==> src/rtl/tm1638_types.sv <==
// Shared TM1638 types: command word layout, command/address/direction enums,
// sequencer FSM states and word-builder functions.
// Latency: none (types and pure functions only). Backpressure: n/a.
package tm1638_types;

  // Width of the frame sequencer scan index; one spare bit above 16 registers.
  localparam int IDX_W = 5;

  typedef enum logic [1:0] {
    CMD_DATA = 2'b01,
    CMD_CTRL = 2'b10,
    CMD_ADDR = 2'b11
  } command_t;

  typedef enum logic {
    ADDR_AUTO  = 1'b0,
    ADDR_FIXED = 1'b1
  } addr_mode_t;

  typedef enum logic {
    DIR_WRITE = 1'b0,
    DIR_READ  = 1'b1
  } data_dir_t;

  // One display register (segment pattern of a grid half).
  typedef logic [7:0] register_t;

  // 18-bit command word handed to the serializer.
  typedef struct packed {
    data_dir_t  dir;
    logic       has_data;
    register_t  data;
    command_t   cmd;
    logic [5:0] args;
  } cmd_word_t;

  typedef enum logic [2:0] {
    S_IDLE,
    S_SETUP,
    S_SCAN,
    S_ADDR,
    S_CTRL,
    S_READ,
    S_DONE
  } seq_state_t;

  // Data command: args = {000, fixed-address, read, 0}.
  function automatic cmd_word_t data_cmd(data_dir_t dir, addr_mode_t mode);
    cmd_word_t w;
    w      = '0;
    w.dir  = dir;
    w.cmd  = CMD_DATA;
    w.args = {3'b000, (mode == ADDR_FIXED), (dir == DIR_READ), 1'b0};
    return w;
  endfunction

  // Display control: args = {00, on, brightness}.
  function automatic cmd_word_t ctrl_cmd(logic on, logic [2:0] level);
    cmd_word_t w;
    w      = '0;
    w.cmd  = CMD_CTRL;
    w.args = {2'b00, on, level};
    return w;
  endfunction

  // Address set followed by one data byte.
  function automatic cmd_word_t addr_cmd(logic [3:0] index, register_t value);
    cmd_word_t w;
    w          = '0;
    w.has_data = 1'b1;
    w.data     = value;
    w.cmd      = CMD_ADDR;
    w.args     = {2'b00, index};
    return w;
  endfunction

  // Key-scan read request.
  function automatic cmd_word_t read_cmd();
    return data_cmd(DIR_READ, ADDR_AUTO);
  endfunction

endpackage

==> src/rtl/tm1638_reg_shadow.sv <==
// Local shadow of the TM1638 display registers with one dirty bit per entry.
// Latency: writes and clears land on the next clock edge; reads are combinational.
// Backpressure: none; a write in the same cycle as a clear wins (entry stays dirty).
//
// Ports:
//   clk, rst_n            clock, synchronous active-low reset
//   wr_en/wr_addr/wr_data register write port (out-of-range / masked indices ignored)
//   rd_index              read index -> rd_data, rd_dirty
//   any_dirty             OR of all dirty bits
//   clr_en/clr_index      clear dirty bit of an entry whose word was accepted
module tm1638_reg_shadow
  import tm1638_types::*;
#(
  parameter int NUM_GRIDS = 8,
  parameter bit SEG89_EN  = 1'b1
) (
  input  logic       clk,
  input  logic       rst_n,
  input  logic       wr_en,
  input  logic [3:0] wr_addr,
  input  register_t  wr_data,
  input  logic [3:0] rd_index,
  output register_t  rd_data,
  output logic       rd_dirty,
  output logic       any_dirty,
  input  logic       clr_en,
  input  logic [3:0] clr_index
);

  localparam int NREG = NUM_GRIDS * 2;

  // Odd entries (SEG8/9) only exist when they are refreshed.
  function automatic logic [NREG-1:0] valid_mask_f();
    logic [NREG-1:0] m;
    for (int i = 0; i < NREG; i++) begin
      m[i] = SEG89_EN || ((i % 2) == 0);
    end
    return m;
  endfunction

  localparam logic [NREG-1:0] VALID_MASK = valid_mask_f();

  register_t       regs [NREG];
  logic [NREG-1:0] dirty;
  logic [NREG-1:0] wr_hit;
  logic [NREG-1:0] clr_hit;

  always_comb begin
    wr_hit  = '0;
    clr_hit = '0;
    for (int i = 0; i < NREG; i++) begin
      wr_hit[i]  = wr_en && VALID_MASK[i] && (wr_addr == 4'(i));
      clr_hit[i] = clr_en && (clr_index == 4'(i));
    end
  end

  always_comb begin
    rd_data  = '0;
    rd_dirty = 1'b0;
    for (int i = 0; i < NREG; i++) begin
      if (rd_index == 4'(i)) begin
        rd_data  = regs[i];
        rd_dirty = dirty[i];
      end
    end
  end

  assign any_dirty = |dirty;

  always_ff @(posedge clk) begin
    if (!rst_n) begin
      for (int i = 0; i < NREG; i++) begin
        regs[i] <= '0;
      end
      dirty <= VALID_MASK;
    end else begin
      for (int i = 0; i < NREG; i++) begin
        if (wr_hit[i]) begin
          regs[i] <= wr_data;
        end
      end
      dirty <= wr_hit | (dirty & ~clr_hit);
    end
  end

endmodule

==> src/rtl/tm1638_frame_sequencer.sv <==
// TM1638 refresh engine: turns a frame request into setup / address+data /
// control / key-read command words, sending only changed state when DIRTY_ONLY.
// Latency: empty frame pulses frame_done 3 cycles after frame_start; each
// emitted word is registered and held (cmd_valid, cmd_word stable) until cmd_ready.
//
// Ports:
//   clk, rst_n                 clock, synchronous active-low reset
//   fb_we/fb_addr/fb_data      display register write port, fb_addr = {grid, seg}
//   brightness, show           display control inputs, sampled when control issues
//   frame_start                one-cycle frame request (ignored unless idle)
//   busy, frame_done           frame in progress / end-of-frame pulse
//   cmd_word/cmd_valid/cmd_ready  command word stream to the serializer
module tm1638_frame_sequencer
  import tm1638_types::*;
#(
  parameter int NUM_GRIDS  = 8,
  parameter bit SEG89_EN   = 1'b1,
  parameter bit DIRTY_ONLY = 1'b1,
  parameter bit KEY_SCAN   = 1'b1
) (
  input  logic        clk,
  input  logic        rst_n,
  input  logic        fb_we,
  input  logic [3:0]  fb_addr,
  input  logic [7:0]  fb_data,
  input  logic [2:0]  brightness,
  input  logic        show,
  input  logic        frame_start,
  output logic        busy,
  output logic        frame_done,
  output logic [17:0] cmd_word,
  output logic        cmd_valid,
  input  logic        cmd_ready
);

  localparam int               NREG    = NUM_GRIDS * 2;
  localparam logic [IDX_W-1:0] STEP    = SEG89_EN ? IDX_W'(1) : IDX_W'(2);
  localparam logic [IDX_W-1:0] IDX_END = IDX_W'(NREG);

  seq_state_t       state, state_n;
  logic [IDX_W-1:0] idx, idx_n;
  cmd_word_t        cmd_q, cmd_n;
  logic             vld_q, vld_n;

  logic [2:0] last_bright;
  logic       last_show;
  logic       ctrl_dirty;
  logic       latch_ctrl;
  logic       ctrl_acc;
  logic       addr_issue;
  logic       addr_acc;

  // Set when the register behind a pending address word is written after its
  // data was captured; the accept must then leave the entry dirty so the
  // newer value goes out in a later frame.
  logic rewr_q;
  logic wr_same;

  register_t rd_data;
  logic      rd_dirty;
  logic      any_dirty;

  tm1638_reg_shadow #(
    .NUM_GRIDS (NUM_GRIDS),
    .SEG89_EN  (SEG89_EN)
  ) u_shadow (
    .clk       (clk),
    .rst_n     (rst_n),
    .wr_en     (fb_we),
    .wr_addr   (fb_addr),
    .wr_data   (fb_data),
    .rd_index  (idx[3:0]),
    .rd_data   (rd_data),
    .rd_dirty  (rd_dirty),
    .any_dirty (any_dirty),
    .clr_en    (addr_acc && !rewr_q),
    .clr_index (idx[3:0])
  );

  assign wr_same = fb_we && (fb_addr == idx[3:0]);

  always_comb begin
    state_n    = state;
    idx_n      = idx;
    cmd_n      = cmd_q;
    vld_n      = vld_q;
    latch_ctrl = 1'b0;
    ctrl_acc   = 1'b0;
    addr_issue = 1'b0;
    addr_acc   = 1'b0;

    case (state)
      S_IDLE: begin
        if (frame_start) begin
          state_n = S_SETUP;
        end
      end

      S_SETUP: begin
        if (vld_q) begin
          if (cmd_ready) begin
            vld_n   = 1'b0;
            idx_n   = '0;
            state_n = S_SCAN;
          end
        end else if (!DIRTY_ONLY || any_dirty) begin
          cmd_n = data_cmd(DIR_WRITE, ADDR_FIXED);
          vld_n = 1'b1;
        end else begin
          state_n = S_CTRL;
        end
      end

      S_SCAN: begin
        if (idx >= IDX_END) begin
          state_n = S_CTRL;
        end else if (!DIRTY_ONLY || rd_dirty) begin
          state_n = S_ADDR;
        end else begin
          idx_n = idx + STEP;
        end
      end

      S_ADDR: begin
        if (vld_q) begin
          if (cmd_ready) begin
            vld_n    = 1'b0;
            addr_acc = 1'b1;
            idx_n    = idx + STEP;
            state_n  = S_SCAN;
          end
        end else begin
          cmd_n      = addr_cmd(idx[3:0], rd_data);
          vld_n      = 1'b1;
          addr_issue = 1'b1;
        end
      end

      S_CTRL: begin
        if (vld_q) begin
          if (cmd_ready) begin
            ctrl_acc = 1'b1;
            state_n  = S_READ;
            // Preload the key-read word so it follows back-to-back.
            if (KEY_SCAN) begin
              cmd_n = read_cmd();
            end else begin
              vld_n = 1'b0;
            end
          end
        end else if (!DIRTY_ONLY || ctrl_dirty) begin
          cmd_n      = ctrl_cmd(show, brightness);
          vld_n      = 1'b1;
          latch_ctrl = 1'b1;
        end else begin
          state_n = S_READ;
        end
      end

      S_READ: begin
        if (vld_q) begin
          if (cmd_ready) begin
            vld_n   = 1'b0;
            state_n = S_DONE;
          end
        end else if (KEY_SCAN) begin
          cmd_n = read_cmd();
          vld_n = 1'b1;
        end else begin
          state_n = S_DONE;
        end
      end

      S_DONE: begin
        state_n = S_IDLE;
      end

      default: begin
        state_n = S_IDLE;
      end
    endcase
  end

  always_ff @(posedge clk) begin
    if (!rst_n) begin
      state       <= S_IDLE;
      idx         <= '0;
      cmd_q       <= '0;
      vld_q       <= 1'b0;
      last_bright <= 3'd0;
      last_show   <= 1'b0;
      ctrl_dirty  <= 1'b1;
      rewr_q      <= 1'b0;
    end else begin
      state <= state_n;
      idx   <= idx_n;
      cmd_q <= cmd_n;
      vld_q <= vld_n;
      if (latch_ctrl) begin
        last_bright <= brightness;
        last_show   <= show;
      end
      // Compared against the value last issued, so a change while the control
      // word is pending keeps the bit set past the accept.
      ctrl_dirty <= ({show, brightness} != {last_show, last_bright}) ||
                    (ctrl_dirty && !ctrl_acc);
      rewr_q <= addr_issue ? wr_same : (rewr_q || wr_same);
    end
  end

  assign cmd_word   = cmd_q;
  assign cmd_valid  = vld_q;
  assign busy       = (state != S_IDLE);
  assign frame_done = (state == S_DONE);

endmodule

==> config.mk <==
export PLATFORM = sky130hd
export DESIGN_NAME = tm1638_frame_sequencer
export DESIGN_NICKNAME = d
export VERILOG_FILES = /design/src/rtl/tm1638_types.sv /design/src/rtl/tm1638_reg_shadow.sv /design/src/rtl/tm1638_frame_sequencer.sv
export SDC_FILE = /design/constraint.sdc
export NUM_CORES = 1
export LEC_CHECK = 0
export CAP_MARGIN = 20
export CORE_MARGIN = 4
export CORE_UTILIZATION = 53
export CTS_BUF_LIST = sky130_fd_sc_hd__clkbuf_8
export DETAILED_ROUTE_END_ITERATION = 10
export PLACE_DENSITY = 0.72
export SYNTH_ARGS = -nofsm -noshare
export SYNTH_HDL_FRONTEND = slang
export SYNTH_SLANG_ARGS = --single-unit
==> constraint.sdc <==
create_clock -name clk -period 6 [get_ports clk]
set_clock_uncertainty 0.15 [all_clocks]
set_input_delay 1.2 -clock clk [delete_from_list [all_inputs] [get_ports clk]]
set_output_delay 1.2 -clock clk [all_outputs]
set_load 0.1 [all_outputs]
==> flow_metrics.py <==
metrics = {
    "route": {
        "drc_errors": 0,
        "drtAntennaViolNets": 0,
        "route.final.wire_length_um": 20700,
        "drtIter0Drc": 720,
        "routed-via-count": 6185,
        "routed_wire_length_per_instance_um": 21.6,
        "drt_via_density": 6.43,
        "drtPass1Iterations": 5,
    },
    "floorplan": {
        "starting_density_of_the_core": 0.548,
        "floorplan.die.height_um": 131,
        "placeableCoreArea_um2": 14700,
        "num_io_pins": 42,
        "placement_rows": 44,
        "die_area_um2": 17200,
        "dieWidth_um": 131,
    },
    "sta": {
        "timing.final.crit_period_ns": 4.05,
        "min_period_over_period": 0.675,
        "worst_margin_slew_ns": 1.00,
        "slew_headroom": 0.323,
        "final-setup-viol-count": 0,
        "fmaxAchievable_mhz": 247,
        "final_hold_viol_count": 0,
        "fin_hold_ws_ns": 0.313,
        "timing_max_transition_violations_final": 0,
        "rsz0062_at_grt": "no",
        "fin_tns_setup_ns": 0,
    },
    "setup_path": {
        "origin_of_the_worst_setup_path": "state[0]",
        "cp_data_arrival_time_ns": 2.70,
        "worstSetupPathType": "flop to output pin",
        "worstSetupStartpointType": "flop",
        "worst-endpoint-required_ns": 4.65,
        "worstPathMaxFanout": 20,
        "crit-reg2reg-launch": "idx[0]",
        "crit_path_end_kind": "output pin",
    },
    "clock_tree": {
        "cts-root-buf": "sky130_fd_sc_hd__clkbuf_8",
        "postCtsSetupRepairBufs": 0,
        "cts_max_level": 4,
        "ctsHoldBuffers": 0,
        "clkLatencyLatePin_ns": 0.47,
        "cts.clk_slew.worst_paths_ns": 0.09,
        "cts_resized": 0,
        "numClockSinks": 175,
        "cts.path.max_buffers": 2,
        "tritoncts": "yes",
        "cts_inserted_buffers": 17,
    },
    "power": {
        "power_per_cell_area_nw_per_um2": 279,
        "p_total_mw": 2.49,
        "sw_frac_of_total": 0.259,
        "p_switching_mw": 0.646,
        "pwr-share-clk": 0.348,
        "power.ir.vdd_worst_v": 0.000163,
        "p_int_mw": 1.85,
        "pwr-share-comb": 0.091,
        "power.static_leakage_nw": 2.99,
        "sequentialPowerShare": 0.561,
    },
    "finish": {
        "n_antenna_cell": 0,
        "final_layout_size_suffix_gt1_frac": 0.0771,
        "fin_util": 0.607,
        "final_nets": 790,
        "area.sequential_um2": 4780,
        "final.fill_count": 1207,
        "area_growth_pct": 10.8,
        "multi_input_area_um2": 2930,
    },
    "placed_design": {
        "hpwlAfterDp_um": 14200,
        "place.gp.congestion": 0.899,
        "port_buffers": 39,
    },
    "yosys": {
        "syn-mean-instance-area_um2": 10.7,
        "synth_async_sr_flop_share": 0,
        "synth.top_cells.by_count": "128 x sky130_fd_sc_hd__edfxtp_1, 111 x sky130_fd_sc_hd__nor2_1, 67 x sky130_fd_sc_hd__nand2_1",
        "syn_area_um2": 8050,
        "synth_sequential_area_ratio": 0.594,
        "synth_top_area_frac": 0.477,
        "synth-seq-cells": 175,
        "synthesis_warnings": 0,
        "synth_cell_type_count": 75,
        "syn-instance-count": 754,
        "synth-edff-count": 128,
        "top_post_synthesis_cells_by_area": "sky130_fd_sc_hd__edfxtp_1 48%, sky130_fd_sc_hd__dfxtp_1 12%, sky130_fd_sc_hd__nor2_1 5.2%, sky130_fd_sc_hd__nand2_1 3.1%, sky130_fd_sc_hd__nand3_1 2.3%",
        "synth_largest_area_cell": "sky130_fd_sc_hd__edfxtp_1",
        "synth.most_common_cell": "sky130_fd_sc_hd__edfxtp_1",
        "postSynth.topFlopCell": "sky130_fd_sc_hd__edfxtp_1",
    },
    "global_routing": {
        "grt_pass1_wl_um": 32800,
        "grt.total_usage": 0.240,
        "grt_start_max_net_pins": 47,
        "grt_overflow": 0,
        "grt_pass1_vias": 5845,
        "number_of_antenna_violations_at_the_first_check_in_global_routing": 0,
    },
    "run": {
        "maxCapViolations": 0,
    },
    "hold_path": {
        "hold_class": "flop to flop",
        "hold_path.startpoint": "cmd_word[17]",
    },
    "run_status": {
        "status": "finished, final reports clean",
    },
}
[state kept, by name, indices dropped and copies added, names as in the netlist]
name,flops
cmd_valid,1
cmd_word,16
ctrl_dirty,1
idx,5
last_bright,3
last_show,1
rewr_q,1
state,3
u_shadow.dirty,16
u_shadow.regs,128
[cell type report]
cell class	instances	share of cell area
sequential	175	0.536
multi-input combinational	499	0.328
timing repair buffer	52	0.0541
clock buffer	17	0.0262
tap	184	0.0258
clock inverter	15	0.0206
inverter	20	0.00842
[layout by cell type (no fill, tap or decap), drive strengths merged, types with 15 or more instances in the layout]
cell type        n
clkdlybuf4s50   39
o21ai           40
clkbuf          17
nor2           111
a32oi           15
dfxtp           47
nand3           37
a21oi           30
nand4           16
nand2           68
inv             25
edfxtp         128
[stage by stage]
| step | instances | setup WS [ns] | cell area [µm²] |
|---|---|---|---|
| floorplan | 755 | 2.51 | 8050 |
| global placement | 927 | 2.15 | 8480 |
| detailed placement | 930 | 2.05 | 8500 |
| CTS | 962 | 1.95 | 8920 |
| global route | 962 | 1.81 | 8920 |
| finish | 962 | 1.95 | 8920 |
[worst max-delay path: stages (launching register included)]
cell and delay [ns]:
sky130_fd_sc_hd__dfxtp_1 0.80, sky130_fd_sc_hd__inv_2 0.20, sky130_fd_sc_hd__nand2_1 0.10, sky130_fd_sc_hd__clkdlybuf4s50_1 1.13
[per-layer routing]
| layer | share of wire | GRT usage |
|---|---|---|
| met3 | 0.083 | 0.0558 |
| met2 | 0.47 | 0.374 |
| met5 | 0 | 0 |
| met1 | 0.43 | 0.337 |
| met4 | 0.020 | 0.0782 |
[logic make-up (layout without fill, tap and decap cells)]
family / after synthesis / in the layout / synth area share
DFF: 175 / 175 / 0.594
xor gates and xnor gates: 9 / 9 / 0.00979
muxes: 7 / 7 / 0.00870
buffers and inverters: 81 / 104 / 0.0423
and+or+nand+nor: 289 / 289 / 0.170
other: 1 / 2 / 0.000466
adders and majority gates: 4 / 4 / 0.00622
AOI/OAI and AO/OA: 188 / 188 / 0.168
[power groups by stage]
stage	Sequential [mW]	Clock, mW	Combinational, mW
final	1.40	0.866	0.226
after global routing	1.40	0.929	0.242
after CTS	1.40	0.877	0.224
after detailed placement	1.43	0	0.224
after global placement	1.42	0	0.219
after floorplan	1.44	0	0.133
[final timing paths]
kind / slack [ns] / to / cells past startpoint
max: 1.95 / busy / 3
min: 0.31 / cmd_word[17] / 2
min reg2reg: 0.31 / cmd_word[17] / 2
max reg2reg: 2.62 / state[0] / 9
(Power assumes the default switching activity.)
